$ cat src/rtl/coherence_control.sv
`default_nettype none
// +----------------------------------------------------------------------------+
// | coherence_control                                                          |
// | Two-core snooping coherence arbiter in front of a single-ported RAM.       |
// | Revision: 1.0                                                              |
// +----------------------------------------------------------------------------+
module coherence_control #(
   parameter int CPUS = 2
) (
   input  logic                  CLK,
   input  logic                  nRST,
   input  logic [CPUS-1:0]       iREN,
   input  logic [CPUS-1:0][31:0] iaddr,
   input  logic [CPUS-1:0]       dREN,
   input  logic [CPUS-1:0]       dWEN,
   input  logic [CPUS-1:0][31:0] daddr,
   input  logic [CPUS-1:0][31:0] dstore,
   input  logic [CPUS-1:0]       cctrans,
   input  logic [CPUS-1:0]       ccwrite,
   output logic [CPUS-1:0]       iwait,
   output logic [CPUS-1:0]       dwait,
   output logic [CPUS-1:0][31:0] iload,
   output logic [CPUS-1:0][31:0] dload,
   output logic [CPUS-1:0]       ccwait,
   output logic [CPUS-1:0]       ccinv,
   output logic [CPUS-1:0][31:0] ccsnoopaddr,
   output logic                  ramREN,
   output logic                  ramWEN,
   output logic [31:0]           ramaddr,
   output logic [31:0]           ramstore,
   input  logic [31:0]           ramload,
   input  logic [1:0]            ramstate
);

   localparam logic [1:0] c_ACCESS = 2'd2;

   typedef enum logic [2:0] {
      IDLE  = 3'd0,
      WB    = 3'd1,
      INV   = 3'd2,
      SNOOP = 3'd3,
      C2C   = 3'd4,
      RAMRD = 3'd5,
      IF    = 3'd6
   } state_t;

   state_t     r_state;
   logic       r_g;
   logic       r_o;
   logic       r_last;

   state_t     w_next;
   logic [1:0] w_req;
   logic       w_pick;
   logic       w_access;

   assign w_access = (ramstate == c_ACCESS);

   // Highest class with any requester wins; a two-way tie goes to the core not served last.
   always_comb begin
      w_req  = 2'b00;
      w_next = IDLE;
      if (|dWEN) begin
         w_req  = dWEN;
         w_next = WB;
      end else if (|cctrans) begin
         w_req  = cctrans;
         w_next = INV;
      end else if (|dREN) begin
         w_req  = dREN;
         w_next = SNOOP;
      end else if (|iREN) begin
         w_req  = iREN;
         w_next = IF;
      end
      w_pick = (&w_req) ? ~r_last : w_req[1];
   end

   always_ff @(posedge CLK or negedge nRST) begin
      if (!nRST) begin
         r_state <= IDLE;
         r_g     <= 1'b0;
         r_o     <= 1'b1;
         r_last  <= 1'b1;
      end else begin
         case (r_state)
            IDLE: begin
               if (w_next != IDLE) begin
                  r_state <= w_next;
                  r_g     <= w_pick;
                  r_o     <= ~w_pick;
               end
            end
            WB: begin
               if (!dWEN[r_g]) begin
                  r_state <= IDLE;
               end else if (w_access) begin
                  r_state <= IDLE;
                  r_last  <= r_g;
               end
            end
            INV: begin
               r_state <= IDLE;
               r_last  <= r_g;
            end
            SNOOP: begin
               if (!dREN[r_g]) r_state <= IDLE;
               else            r_state <= ccwrite[r_o] ? C2C : RAMRD;
            end
            C2C, RAMRD: begin
               if (!dREN[r_g]) begin
                  r_state <= IDLE;
               end else if (w_access) begin
                  r_state <= IDLE;
                  r_last  <= r_g;
               end
            end
            IF: begin
               if (!iREN[r_g]) begin
                  r_state <= IDLE;
               end else if (w_access) begin
                  r_state <= IDLE;
                  r_last  <= r_g;
               end
            end
            default: r_state <= IDLE;
         endcase
      end
   end

   // Wait pulses are gated by the live request so an abandoned access never completes.
   always_comb begin
      iwait       = '1;
      dwait       = '1;
      ccwait      = '0;
      ccinv       = '0;
      ccsnoopaddr = '0;
      ramREN      = 1'b0;
      ramWEN      = 1'b0;
      ramaddr     = '0;
      ramstore    = '0;
      iload       = {CPUS{ramload}};
      dload       = {CPUS{ramload}};
      case (r_state)
         WB: begin
            ramWEN   = 1'b1;
            ramaddr  = daddr[r_g];
            ramstore = dstore[r_g];
            if (w_access && dWEN[r_g]) dwait[r_g] = 1'b0;
         end
         INV: begin
            ccwait[r_o]      = 1'b1;
            ccinv[r_o]       = 1'b1;
            ccsnoopaddr[r_o] = daddr[r_g];
         end
         SNOOP: begin
            ccwait[r_o]      = 1'b1;
            ccsnoopaddr[r_o] = daddr[r_g];
         end
         C2C: begin
            ccwait[r_o] = 1'b1;
            dload[r_g]  = dstore[r_o];
            ramWEN      = 1'b1;
            ramaddr     = daddr[r_g];
            ramstore    = dstore[r_o];
            if (w_access && dREN[r_g]) dwait[r_g] = 1'b0;
         end
         RAMRD: begin
            ccwait[r_o] = 1'b1;
            ramREN      = 1'b1;
            ramaddr     = daddr[r_g];
            if (w_access && dREN[r_g]) dwait[r_g] = 1'b0;
         end
         IF: begin
            ramREN  = 1'b1;
            ramaddr = iaddr[r_g];
            if (w_access && iREN[r_g]) iwait[r_g] = 1'b0;
         end
         default: ;
      endcase
   end

endmodule
`default_nettype wire

$ cat config.mk
export PLATFORM = sky130hd
export DESIGN_NAME = coherence_control
export DESIGN_NICKNAME = d
export VERILOG_FILES = /design/src/rtl/coherence_control.sv
export SDC_FILE = /design/constraint.sdc
export NUM_CORES = 1
export LEC_CHECK = 0
export ABC_AREA = 1
export CAP_MARGIN = 0
export CORE_AREA = 5 5 192 194
export DETAILED_ROUTE_END_ITERATION = 8
export DIE_AREA = 0 0 197 199
export SYNTH_ARGS = -nofsm -noshare
export SYNTH_HDL_FRONTEND = slang
export SYNTH_SLANG_ARGS = --single-unit
$ cat constraint.sdc
create_clock -name CLK -period 2.78 [get_ports CLK]
set_input_delay 0.417 -clock CLK [delete_from_list [all_inputs] [get_ports CLK]]
set_output_delay 0.417 -clock CLK [all_outputs]
set_load 0.05 [all_outputs]
# Word-level counts from Yosys, hierarchy flattened
# Cells that the tools add are included.
classes:
  n_addsub: 0
  n_mul: 0
  div: 0
  n_lt_le_gt_ge: 4
  eq_ne: 11
  n_shift: 0
  muxes: 60
  bitwise_logic: 4
  n_reduce_logical: 21
ops:
  columns: ["op", "count"]
  rows:
  - ["2-to-1 mux 32 bit", 10]
  - ["2-to-1 mux 64 bit", 2]
  - ["case mux 32 bit (2 select lines)", 2]
  - ["AND 64 bit", 1]
  - ["bitwise mux 64 bit", 1]
  - ["demux 32 bit (select 1 bit)", 2]
  - ["2-to-1 mux 3 bit", 10]
  - ["2-to-1 mux 2 bit", 10]
  - ["2-to-1 mux 1 bit", 18]
  - ["OR reduction 2 bit", 8]
  - ["case mux 3 bit (5 select lines)", 1]
  - ["== test 3 bit, second input constant", 3]
  - ["== test 3 x 2 -> 1 bit, second input constant", 2]
  - ["inequality test 2 bit, second input constant", 3]
  - ["logical AND 1 bit", 5]
  - ["less-than comparator 1 x 2 -> 1 bit, second input constant", 2]
  - ["case mux 1 bit (4 select lines)", 1]
  - ["case mux 2 bit (2 select lines)", 1]
  - ["AND reduction 2 bit", 2]
  - ["AND reduction 4 bit", 1]
  - ["nonzero test 4 bit", 1]
  - ["OR reduction 4 bit", 1]
  - ["== test 3 x 1 -> 1 bit, second input constant", 1]
  - ["logical NOT 3 bit", 1]
  - ["other kinds (8)", 11]
word_totals:
  reg_bits: 6
  latch_bits: 0
  ramBits: 0
  mem_bits_ro: 0
  input_bits: 238
  output_inout_bits: 266
  word_cells: 104
  mem_count: 0

# Longest topological paths before layout
# Gate-level depths: netlist of the first run.
depth:
  word_depth: 8
  ltp_mapped: 10
  depth_no_buf: 9

# Worst setup path before layout of the first run
# No wires, ideal clock.
synth_path:
  path_type: "flip-flop to output port"
  start: "register r_state[2]"
  end: "output ramaddr[14]"
  arrival_ps: 2126
  required_time_ps: 2363
  slack_ps: 237
  path_stages_with_launch: 7
  path_buffers: 2
  path_cell_list: "dfrtp_1 -> buf_4 -> inv_2 -> a21oi_4 -> inv_2 -> clkbuf_1 -> o21ai_0"
synth_between:
  elab_chain_len: 3
  word_cells_on_any_way: 6
  classes_between: "eq/ne (4); mux (1); reduce/logical (1)"
synth_rtl:
  columns: ["item", "line_no", "source"]
  rows:
  - ["from (decl)", "47", "state_t r_state;"]
  - ["from (signal assigned)", "89", "r_state <= w_next;"]
  - ["from (signal assigned)", "108", "else r_state <= ccwrite[r_o] ? C2C : RAMRD;"]
  - ["== test 3 bit or == test 3 x 1 -> 1 bit (tied branches)", "144", "case (r_state)"]
  - ["OR reduction 3 bit (no source line)", null, null]
  - ["case mux 32 bit (2 select lines) (*)", "144", null]
  - ["to (decl)", "29", "output logic [31:0] ramaddr,"]
# Mark *: on every way between the ends. The rest lies on a longest branch, timed or not.

==> reports/qor.json, run 1 <==
{
  "outcome": {
    "run_status": "complete, no violations"
  },
  "yosys": {
    "yosys.cell_types.count": 28,
    "avgSynthCellArea_um2": 5.04,
    "yosys_warnings": 0,
    "ys_seq_area_frac": 0.0357,
    "synth-main-ff-cell": "sky130_fd_sc_hd__dfrtp_1",
    "postSynthRegisterBits": 6,
    "synth.net_count": 1086,
    "synth-async-reset-ratio": 1.00,
    "mappedNetlistArea_um2": 4270,
    "number_of_instances_in_the_synthesized_netlist": 848,
    "number_of_flops_mapped_to_enable_cells_by_yosys": 0
  },
  "placed_design": {
    "placedCellCount": 1710,
    "numPortBuffers": 503,
    "gp_routability_congestion": 0.852,
    "post-dp-hpwl_mm": 25.5,
    "dp_slack_ns": 0.388
  },
  "sta": {
    "achievable_freq_mhz": 385,
    "rsz_0062_raised_after_global_routing": "no",
    "clock_skew_ns": 0.00117,
    "worst_slew_margin_rel": 0.592,
    "fin_setup_tns_ns": 0,
    "worstMarginPinSlew_ns": 0.594,
    "setup-violations-final": 0,
    "post-route-worst-setup-slack_ns": 0.181,
    "hold_viol_final": 0,
    "tmin_final_ns": 2.60,
    "final.period_utilization": 0.935,
    "finalMaxSlewViolations": 0,
    "hold_slack_ns": 0.436
  },
  "global_route": {
    "wire_length_of_the_first_global_routing_pass_mm": 41.5,
    "grt_start_max_net_pins": 71,
    "global_route.overflow_total": 0,
    "first_global_vias": 7125,
    "antenna_violations_before_repair": 4,
    "grtUsageTotal": 0.135
  },
  "power": {
    "report.power.total_mw": 8.71,
    "share_of_total_power_in_sequential_cells": 0.022,
    "power.switching_fraction": 0.579,
    "clockPowerShare": 0.028,
    "p_per_area_nw_per_um2": 788,
    "ir_worst_vdd_mv": 0.381,
    "p_int_mw": 3.67,
    "switching_power_mw": 5.04,
    "part_of_the_power_in_combinational_logic": 0.950,
    "total_leakage_power_nw": 4.75
  },
  "cells_and_area": {
    "finish.cell_count_without_fillers": 1716,
    "multi_input_area_um2": 2880,
    "final_stage_net_count": 1492,
    "most_common_cell_after_layout_fill_and_taps_aside": "sky130_fd_sc_hd__clkdlybuf4s50_1",
    "layout.cells.most_common_list": "sky130_fd_sc_hd__clkdlybuf4s50_1 (301), sky130_fd_sc_hd__nand2_1 (215), sky130_fd_sc_hd__buf_12 (176)",
    "fillers": 3742,
    "seqCellArea_um2": 154,
    "area.growth.synth_to_final_pct": 159,
    "drive_above_1_share": 0.204
  },
  "clock_tree": {
    "cts_inserted_buffers": 3,
    "ctsLongestPathBuffers": 2,
    "post_cts.repair.setup_buffers": 0,
    "worstSkewPairLatency_ns": 0.23,
    "cts_tree": "yes",
    "clock_tree.htree_level_count": 1,
    "clock_sinks": 6,
    "holdBufCountCts": 0,
    "root_buffer": "sky130_fd_sc_hd__clkbuf_16",
    "cts.repair.resized": 0,
    "clkSlewWorstSetupHoldPaths_ns": 0.04
  },
  "detailed_routing": {
    "detail_route.wl_per_cell_um": 17.1,
    "dr_vias": 7047,
    "post-route-drc-count": 0,
    "via_per_inst": 4.11,
    "drt_first_pass_iters": 5,
    "drt_first_iter_violations": 253,
    "drt-total-wl_mm": 29.3,
    "antenna_violating_nets_post_route": 0
  },
  "worst_setup_path": {
    "r2r_slack_ns": 1.03,
    "worst_ep_required_time_ns": 2.36,
    "critical_path_peak_fanout": 64,
    "critPathArrivalTime_ns": 2.18,
    "worstReg2RegStart": "r_state[1]",
    "crit_path_end_kind": "output port",
    "crit_type": "flip-flop to output port",
    "setup.worst_path.start_class": "flip-flop",
    "r2r_end": "r_last",
    "worst_r2r_path_depth": 8
  },
  "run": {
    "maxCapViolations": 0
  },
  "floorplanning": {
    "floorplan.initialDensity": 0.122,
    "core_area_um2": 35100,
    "die_h_um": 199,
    "placementRows": 69,
    "chipWidth_um": 197,
    "die_area_um2": 39200,
    "design.portCount": 504
  },
  "worst_hold_path": {
    "hold_path_class": "primary input to async pin"
  }
}
## metal layers
| metal | wire length [um] | part of all wire | track usage | vias up |
|---|---|---|---|---|
| met5 | 0 | 0 | 0 | - |
| met4 | 516 | 0.018 | 0.0344 | 0 |
| met3 | 2600 | 0.089 | 0.0347 | 30 |
| met2 | 15600 | 0.53 | 0.262 | 389 |
| met1 | 10600 | 0.36 | 0.143 | 3173 |
| li1 | - | - | - | 3455 |
## synth_stat cells (2+ instances only)
master	count	area, um^2
sky130_fd_sc_hd__nand3_1	27	135
sky130_fd_sc_hd__nand4_1	4	25.0
sky130_fd_sc_hd__nor2_4	4	45.0
sky130_fd_sc_hd__nand3b_1	2	15.0
sky130_fd_sc_hd__buf_2	28	140
sky130_fd_sc_hd__nor2_1	82	308
sky130_fd_sc_hd__or2_2	15	93.8
sky130_fd_sc_hd__clkbuf_1	14	52.6
sky130_fd_sc_hd__a22oi_1	17	128
sky130_fd_sc_hd__mux2i_1	17	170
sky130_fd_sc_hd__buf_1	3	11.3
sky130_fd_sc_hd__a21oi_1	3	15.0
sky130_fd_sc_hd__o21ai_0	113	566
sky130_fd_sc_hd__o21a_1	15	113
sky130_fd_sc_hd__nand2_1	215	807
sky130_fd_sc_hd__o21ai_1	40	200
sky130_fd_sc_hd__buf_4	70	526
sky130_fd_sc_hd__inv_2	5	18.8
sky130_fd_sc_hd__inv_1	126	473
sky130_fd_sc_hd__o22ai_1	32	200
sky130_fd_sc_hd__clkbuf_2	5	25.0
sky130_fd_sc_hd__dfstp_2	2	52.6
sky130_fd_sc_hd__dfrtp_1	4	100
## worst max path at each step
stage                    start          end  cells past startpoint
floorplan           r_state[2]  ramaddr[14]                      6
global placement    r_state[0]    dload[21]                      7
detailed placement  r_state[1]    dload[53]                      7
CTS                 r_state[1]    dload[53]                      7
global route        r_state[1]    dload[53]                      7
finish              r_state[1]    dload[53]                      7
## logic make-up (layout without fill, tap and decap cells)
group / count (synthesis) / count (layout) / share of synthesized area
simple gates: 353 / 353 / 0.343
buf+inv: 251 / 656 / 0.292
compound gates: 221 / 221 / 0.290
mux: 17 / 17 / 0.0398
flops: 6 / 6 / 0.0357
other cells: 0 / 2 / 0
## flip-flops by register name (all words and copies together), names as in the netlist
register / cells
r_o: 1
r_last: 1
r_state: 3
r_g: 1
## metrics by stage
stage / util / area, um^2
4_1_cts: 0.315 / 11000
2_1_floorplan: - / 4270
3_5_place_dp: 0.313 / 11000
5_1_grt: 0.315 / 11100
3_3_place_gp: 0.313 / 11000
6_report: 0.315 / 11100
## worst max-delay path, stage by stage (launching register included)
cell and delay (ns):
sky130_fd_sc_hd__dfrtp_1 0.47, sky130_fd_sc_hd__inv_2 0.17, sky130_fd_sc_hd__nand3_4 0.26, sky130_fd_sc_hd__nor2_4 0.20, sky130_fd_sc_hd__buf_12 0.26, sky130_fd_sc_hd__nand2_1 0.15
sky130_fd_sc_hd__o21ai_1 0.18, sky130_fd_sc_hd__buf_12 0.18
## power by group through the flow
stage / sequential (mW) / clock [mW] / combinational [mW]
finish: 0.190 / 0.246 / 8.27
global route: 0.194 / 0.256 / 8.70
CTS: 0.189 / 0.250 / 8.39
detailed placement: 0.189 / 0 / 8.37
global placement: 0.188 / 0 / 8.33
floorplan: 0.143 / 0 / 4.43
## area by class of cell
| cell class | instances | area share |
|---|---|---|
| Tap cell | 461 | 0.0522 |
| Antenna cell | 2 | 0.000453 |
| Sequential cell | 6 | 0.0139 |
| Clock buffer | 4 | 0.00713 |
| Inverter | 131 | 0.0445 |
| Timing Repair Buffer | 521 | 0.621 |
| Multi-Input combinational cell | 591 | 0.261 |
Power figures use the tool's default switching activity.
==> inputs of run 2 (changes only) <==
- CTS_BUF_LIST: default -> sky130_fd_sc_hd__clkbuf_16
==> reports/qor.json, run 2 (synthesized netlist as in run 1, its figures left out) <==
{
  "outcome": {
    "run_status": "complete, no violations"
  },
  "sta": {
    "tmin_final_ns": 2.60,
    "hold_viol_final": 0,
    "final.period_utilization": 0.934,
    "rsz_0062_raised_after_global_routing": "no",
    "fin_setup_tns_ns": 0,
    "worstMarginPinSlew_ns": 0.594,
    "setup-violations-final": 0,
    "finalMaxSlewViolations": 0,
    "clock_skew_ns": 0.00122,
    "worst_slew_margin_rel": 0.592,
    "achievable_freq_mhz": 385
  },
  "detailed_routing": {
    "drt_first_iter_violations": 253,
    "detail_route.wl_per_cell_um": 17.1,
    "post-route-drc-count": 0,
    "drt_first_pass_iters": 5,
    "antenna_violating_nets_post_route": 0,
    "drt-total-wl_mm": 29.3,
    "dr_vias": 7051,
    "via_per_inst": 4.11
  },
  "cells_and_area": {
    "fillers": 3742,
    "regMostFlops": "r_state",
    "final_stage_net_count": 1492,
    "drive_above_1_share": 0.204,
    "max_ffs_per_register": 3,
    "layout.cells.most_common_list": "sky130_fd_sc_hd__clkdlybuf4s50_1 (301), sky130_fd_sc_hd__nand2_1 (215), sky130_fd_sc_hd__buf_12 (176)",
    "final_core_utilization": 0.315,
    "most_common_cell_after_layout_fill_and_taps_aside": "sky130_fd_sc_hd__clkdlybuf4s50_1",
    "area.growth.synth_to_final_pct": 159
  },
  "clock_tree": {
    "worstSkewPairLatency_ns": 0.23,
    "clock_tree.htree_level_count": 1,
    "cts.repair.resized": 0,
    "cts_inserted_buffers": 3,
    "ctsLongestPathBuffers": 2,
    "root_buffer": "sky130_fd_sc_hd__clkbuf_16",
    "clock_sinks": 6,
    "cts_tree": "yes",
    "holdBufCountCts": 0,
    "post_cts.repair.setup_buffers": 0,
    "clkSlewWorstSetupHoldPaths_ns": 0.04
  },
  "floorplanning": {
    "placementRows": 69,
    "chipWidth_um": 197,
    "core_area_um2": 35100,
    "floorplan.initialDensity": 0.122,
    "die_h_um": 199,
    "die_area_um2": 39200,
    "design.portCount": 504
  },
  "global_route": {
    "global_route.overflow_total": 0,
    "first_global_vias": 7125,
    "grt_start_max_net_pins": 71,
    "grtUsageTotal": 0.135,
    "wire_length_of_the_first_global_routing_pass_mm": 41.5,
    "antenna_violations_before_repair": 4
  },
  "worst_hold_path": {
    "hold_path_class": "primary input to async pin"
  },
  "power": {
    "switching_power_mw": 5.04,
    "share_of_total_power_in_sequential_cells": 0.022,
    "part_of_the_power_in_combinational_logic": 0.950,
    "total_leakage_power_nw": 4.76,
    "clockPowerShare": 0.028,
    "p_per_area_nw_per_um2": 788,
    "power.switching_fraction": 0.579,
    "p_int_mw": 3.66,
    "ir_worst_vdd_mv": 0.381
  },
  "worst_setup_path": {
    "crit_type": "flip-flop to output port",
    "crit_slowest_cell": "sky130_fd_sc_hd__dfrtp_1",
    "path_cells": "inv_2 -> nand3_4 -> nor2_4 -> buf_12 -> nand2_1 -> o21ai_1 -> buf_12",
    "worstReg2RegStart": "r_state[1]",
    "timing.critical_path.mode_cell": "sky130_fd_sc_hd__buf_12",
    "critical_path.startpoint": "r_state[1]",
    "timing.critical_path.slowest_cell_delay_ns": 0.46,
    "setup.worst_path.start_class": "flip-flop",
    "critPathArrivalTime_ns": 2.18,
    "crit_path_end_kind": "output port",
    "worst_ep_required_time_ns": 2.36,
    "critical_path_peak_fanout": 64
  },
  "placed_design": {
    "post-dp-hpwl_mm": 25.5,
    "gp_routability_congestion": 0.852,
    "numPortBuffers": 503
  },
  "run": {
    "maxCapViolations": 0
  }
}
## run 2: worst paths after layout
check,end,slack [ns],depth (start not counted)
setup / recovery,dload[53],0.18,7
hold / removal,r_state[0],0.44,1
setup reg to reg,r_last,1.03,8
hold reg to reg,r_last,0.48,2
max in group asynchronous,r_last,2.06,1
min in group CLK,r_last,0.48,2
## run 2: per-layer routing
layer / up-vias / wire length [um] / track usage
met5: - / 0 / 0
met2: 399 / 15600 / 0.262
li1: 3456 / - / -
met3: 30 / 2630 / 0.0347
met1: 3166 / 10600 / 0.143
met4: 0 / 516 / 0.0344
## run 2: final cells by class
cell class | instances | area [um^2] | share of cell area
antenna | 2 | 5.00 | 0.000453
clock buffer | 3 | 75.1 | 0.00679
clock inverter | 1 | 3.75 | 0.000340
inverter | 131 | 492 | 0.0445
multi-input combinational | 591 | 2880 | 0.261
sequential | 6 | 154 | 0.0139
tap | 461 | 577 | 0.0522
timing repair buffer | 521 | 6870 | 0.621
## run 2: critical path: cells and delay by family, from the launching register on
kind            cells  cell delay [ns]
simple gates        3             0.61
buf+inv             3             0.60
flops               1             0.46
compound gates      1             0.18
## run 2: power by group through the flow
stage / registers, mW / logic (mW) / clock network, mW
floorplan: 0.143 / 4.43 / 0
finish: 0.190 / 8.27 / 0.243
global placement: 0.188 / 8.33 / 0
global route: 0.194 / 8.70 / 0.252
detailed placement: 0.189 / 8.37 / 0
CTS: 0.189 / 8.39 / 0.246
## run 2: stage by stage
| stage | setup WS (ns) | total power, mW | area [um^2] | std cells | hold slack (ns) |
|---|---|---|---|---|---|
| 3_5_place_dp | 0.388 | 8.56 | 11000 | 1710 | 0.477 |
| 5_1_grt | 0.0137 | 9.14 | 11100 | 1716 | 0.469 |
| 6_report | 0.184 | 8.70 | 11100 | 1716 | 0.439 |
| 4_1_cts | 0.123 | 8.83 | 11000 | 1714 | 0.445 |
| 3_3_place_gp | 0.390 | 8.52 | 11000 | 1710 | 0.476 |
| 2_1_floorplan | 0.237 | 4.58 | 4270 | 848 | 0.121 |
==> inputs of run 3 (changes only) <==
- CORE_AREA: 5 5 192 194 -> 4 4 191 193
- DIE_AREA: 0 0 197 199 -> 0 0 195 197
==> reports/qor.json, run 3 (synthesized netlist as in run 1, its figures left out) <==
{
  "power": {
    "switching_power_mw": 5.03,
    "p_int_mw": 3.63,
    "share_of_total_power_in_sequential_cells": 0.021,
    "part_of_the_power_in_combinational_logic": 0.951,
    "clockPowerShare": 0.028,
    "ir_worst_vdd_mv": 0.425,
    "power.switching_fraction": 0.581,
    "p_per_area_nw_per_um2": 786,
    "total_leakage_power_nw": 4.76
  },
  "cells_and_area": {
    "layout.cells.most_common_list": "sky130_fd_sc_hd__clkdlybuf4s50_1 (302), sky130_fd_sc_hd__nand2_1 (215), sky130_fd_sc_hd__buf_12 (171)",
    "final_stage_net_count": 1497,
    "most_common_cell_after_layout_fill_and_taps_aside": "sky130_fd_sc_hd__clkdlybuf4s50_1",
    "area_of_all_placed_cells_without_fillers_um2": 11000,
    "max_ffs_per_register": 3,
    "area.growth.synth_to_final_pct": 158,
    "final_core_utilization": 0.319,
    "drive_above_1_share": 0.206,
    "regMostFlops": "r_state"
  },
  "worst_setup_path": {
    "critPathArrivalTime_ns": 2.08,
    "critical_path_peak_fanout": 26,
    "setup.worst_path.start_class": "flip-flop",
    "worst_ep_required_time_ns": 2.36,
    "r2r_slack_ns": 1.16,
    "crit_type": "flip-flop to output port",
    "crit_path_end_kind": "output port"
  },
  "sta": {
    "post-route-worst-setup-slack_ns": 0.285,
    "worst_slew_margin_rel": 0.576,
    "hold_viol_final": 0,
    "setup-violations-final": 0,
    "clock_skew_ns": 0.00307,
    "worstMarginPinSlew_ns": 0.635,
    "finalMaxSlewViolations": 0,
    "achievable_freq_mhz": 401,
    "rsz_0062_raised_after_global_routing": "no",
    "final.period_utilization": 0.897,
    "tmin_final_ns": 2.49,
    "fin_setup_tns_ns": 0,
    "hold_slack_ns": 0.449
  },
  "worst_hold_path": {
    "hold_path_class": "primary input to async pin"
  },
  "global_route": {
    "grt_start_max_net_pins": 65,
    "grtUsageTotal": 0.137,
    "wire_length_of_the_first_global_routing_pass_mm": 41.6,
    "first_global_vias": 7078,
    "global_route.overflow_total": 0,
    "antenna_violations_before_repair": 4
  },
  "floorplanning": {
    "design.portCount": 504,
    "die_h_um": 197,
    "placementRows": 68,
    "floorplan.initialDensity": 0.124,
    "core_area_um2": 34500,
    "chipWidth_um": 195,
    "die_area_um2": 38400
  },
  "detailed_routing": {
    "antenna_violating_nets_post_route": 0,
    "post-route-drc-count": 0,
    "via_per_inst": 4.08,
    "drt_first_pass_iters": 4,
    "drt_first_iter_violations": 198,
    "detail_route.wl_per_cell_um": 17.2,
    "dr_vias": 6993,
    "drt-total-wl_mm": 29.4
  },
  "placed_design": {
    "numPortBuffers": 503,
    "post_dp_cell_area_um2": 10900,
    "gp_routability_congestion": 0.870,
    "dp_slack_ns": 0.469,
    "post-dp-hpwl_mm": 25.4
  },
  "outcome": {
    "run_status": "complete, no violations"
  },
  "clock_tree": {
    "ctsLongestPathBuffers": 2,
    "cts.repair.resized": 0,
    "root_buffer": "sky130_fd_sc_hd__clkbuf_16",
    "cts_tree": "yes",
    "holdBufCountCts": 0,
    "worstSkewPairLatency_ns": 0.23,
    "post_cts.repair.setup_buffers": 0,
    "clock_tree.htree_level_count": 1,
    "clkSlewWorstSetupHoldPaths_ns": 0.04,
    "cts_inserted_buffers": 3,
    "clock_sinks": 6
  },
  "run": {
    "maxCapViolations": 0
  }
}
## run 3: changes by cell type in the layout (fill, tap and decap cells not counted), sizes merged
| cell | change |
|---|---|
| buf | +4 |
| clkdlybuf4s50 | +1 |
| diode | +1 |
## run 3: metal layers
| metal | vias to the layer above | share of wire | track usage |
|---|---|---|---|
| li1 | 3461 | - | - |
| met1 | 3147 | 0.35 | 0.140 |
| met2 | 359 | 0.54 | 0.271 |
| met3 | 24 | 0.091 | 0.0397 |
| met4 | 2 | 0.023 | 0.0380 |
| met5 | - | 0.00024 | 0 |
## run 3: final timing paths
path	start	to	cells after the start
max reg2reg	r_g	r_last	8
min in group CLK	r_last	r_last	2
min reg2reg	r_last	r_last	2
max	r_g	ccsnoopaddr[38]	6
max in group asynchronous	nRST	r_last	1
min	nRST	r_state[2]	1
## run 3: worst max-delay path, stage by stage, from the launching register on
cell and delay, ns:
sky130_fd_sc_hd__dfrtp_2 0.42, sky130_fd_sc_hd__inv_2 0.48, sky130_fd_sc_hd__or2_2 0.22, sky130_fd_sc_hd__o21a_1 0.28, sky130_fd_sc_hd__inv_1 0.10, sky130_fd_sc_hd__nor2_1 0.18
sky130_fd_sc_hd__buf_12 0.17
## run 3: layout make-up
| cell class | instances | area (um^2) |
|---|---|---|
| repair buffers | 526 | 6840 |
| fillers | 3659 | 23500 |
| multi-input cells | 591 | 2880 |
| clock inverters | 1 | 3.75 |
| well taps | 455 | 569 |
| flip-flops and latches | 6 | 154 |
| inverters | 131 | 492 |
| clock buffers | 3 | 75.1 |
| diodes | 3 | 7.51 |
## run 3: per-stage QoR
stage / power [mW] / std cells
2_1_floorplan: 4.58 / 848
4_1_cts: 8.77 / 1713
5_1_grt: 9.11 / 1716
3_3_place_gp: 8.47 / 1709
3_5_place_dp: 8.51 / 1709
6_report: 8.66 / 1716
## run 3: power groups by stage
| stage | Combinational, mW | Sequential [mW] | Clock, mW |
|---|---|---|---|
| final | 8.24 | 0.183 | 0.239 |
| after global routing | 8.67 | 0.186 | 0.251 |
| after CTS | 8.35 | 0.182 | 0.243 |
| after detailed placement | 8.33 | 0.182 | 0 |
| after global placement | 8.29 | 0.180 | 0 |
| after floorplan | 4.43 | 0.143 | 0 |
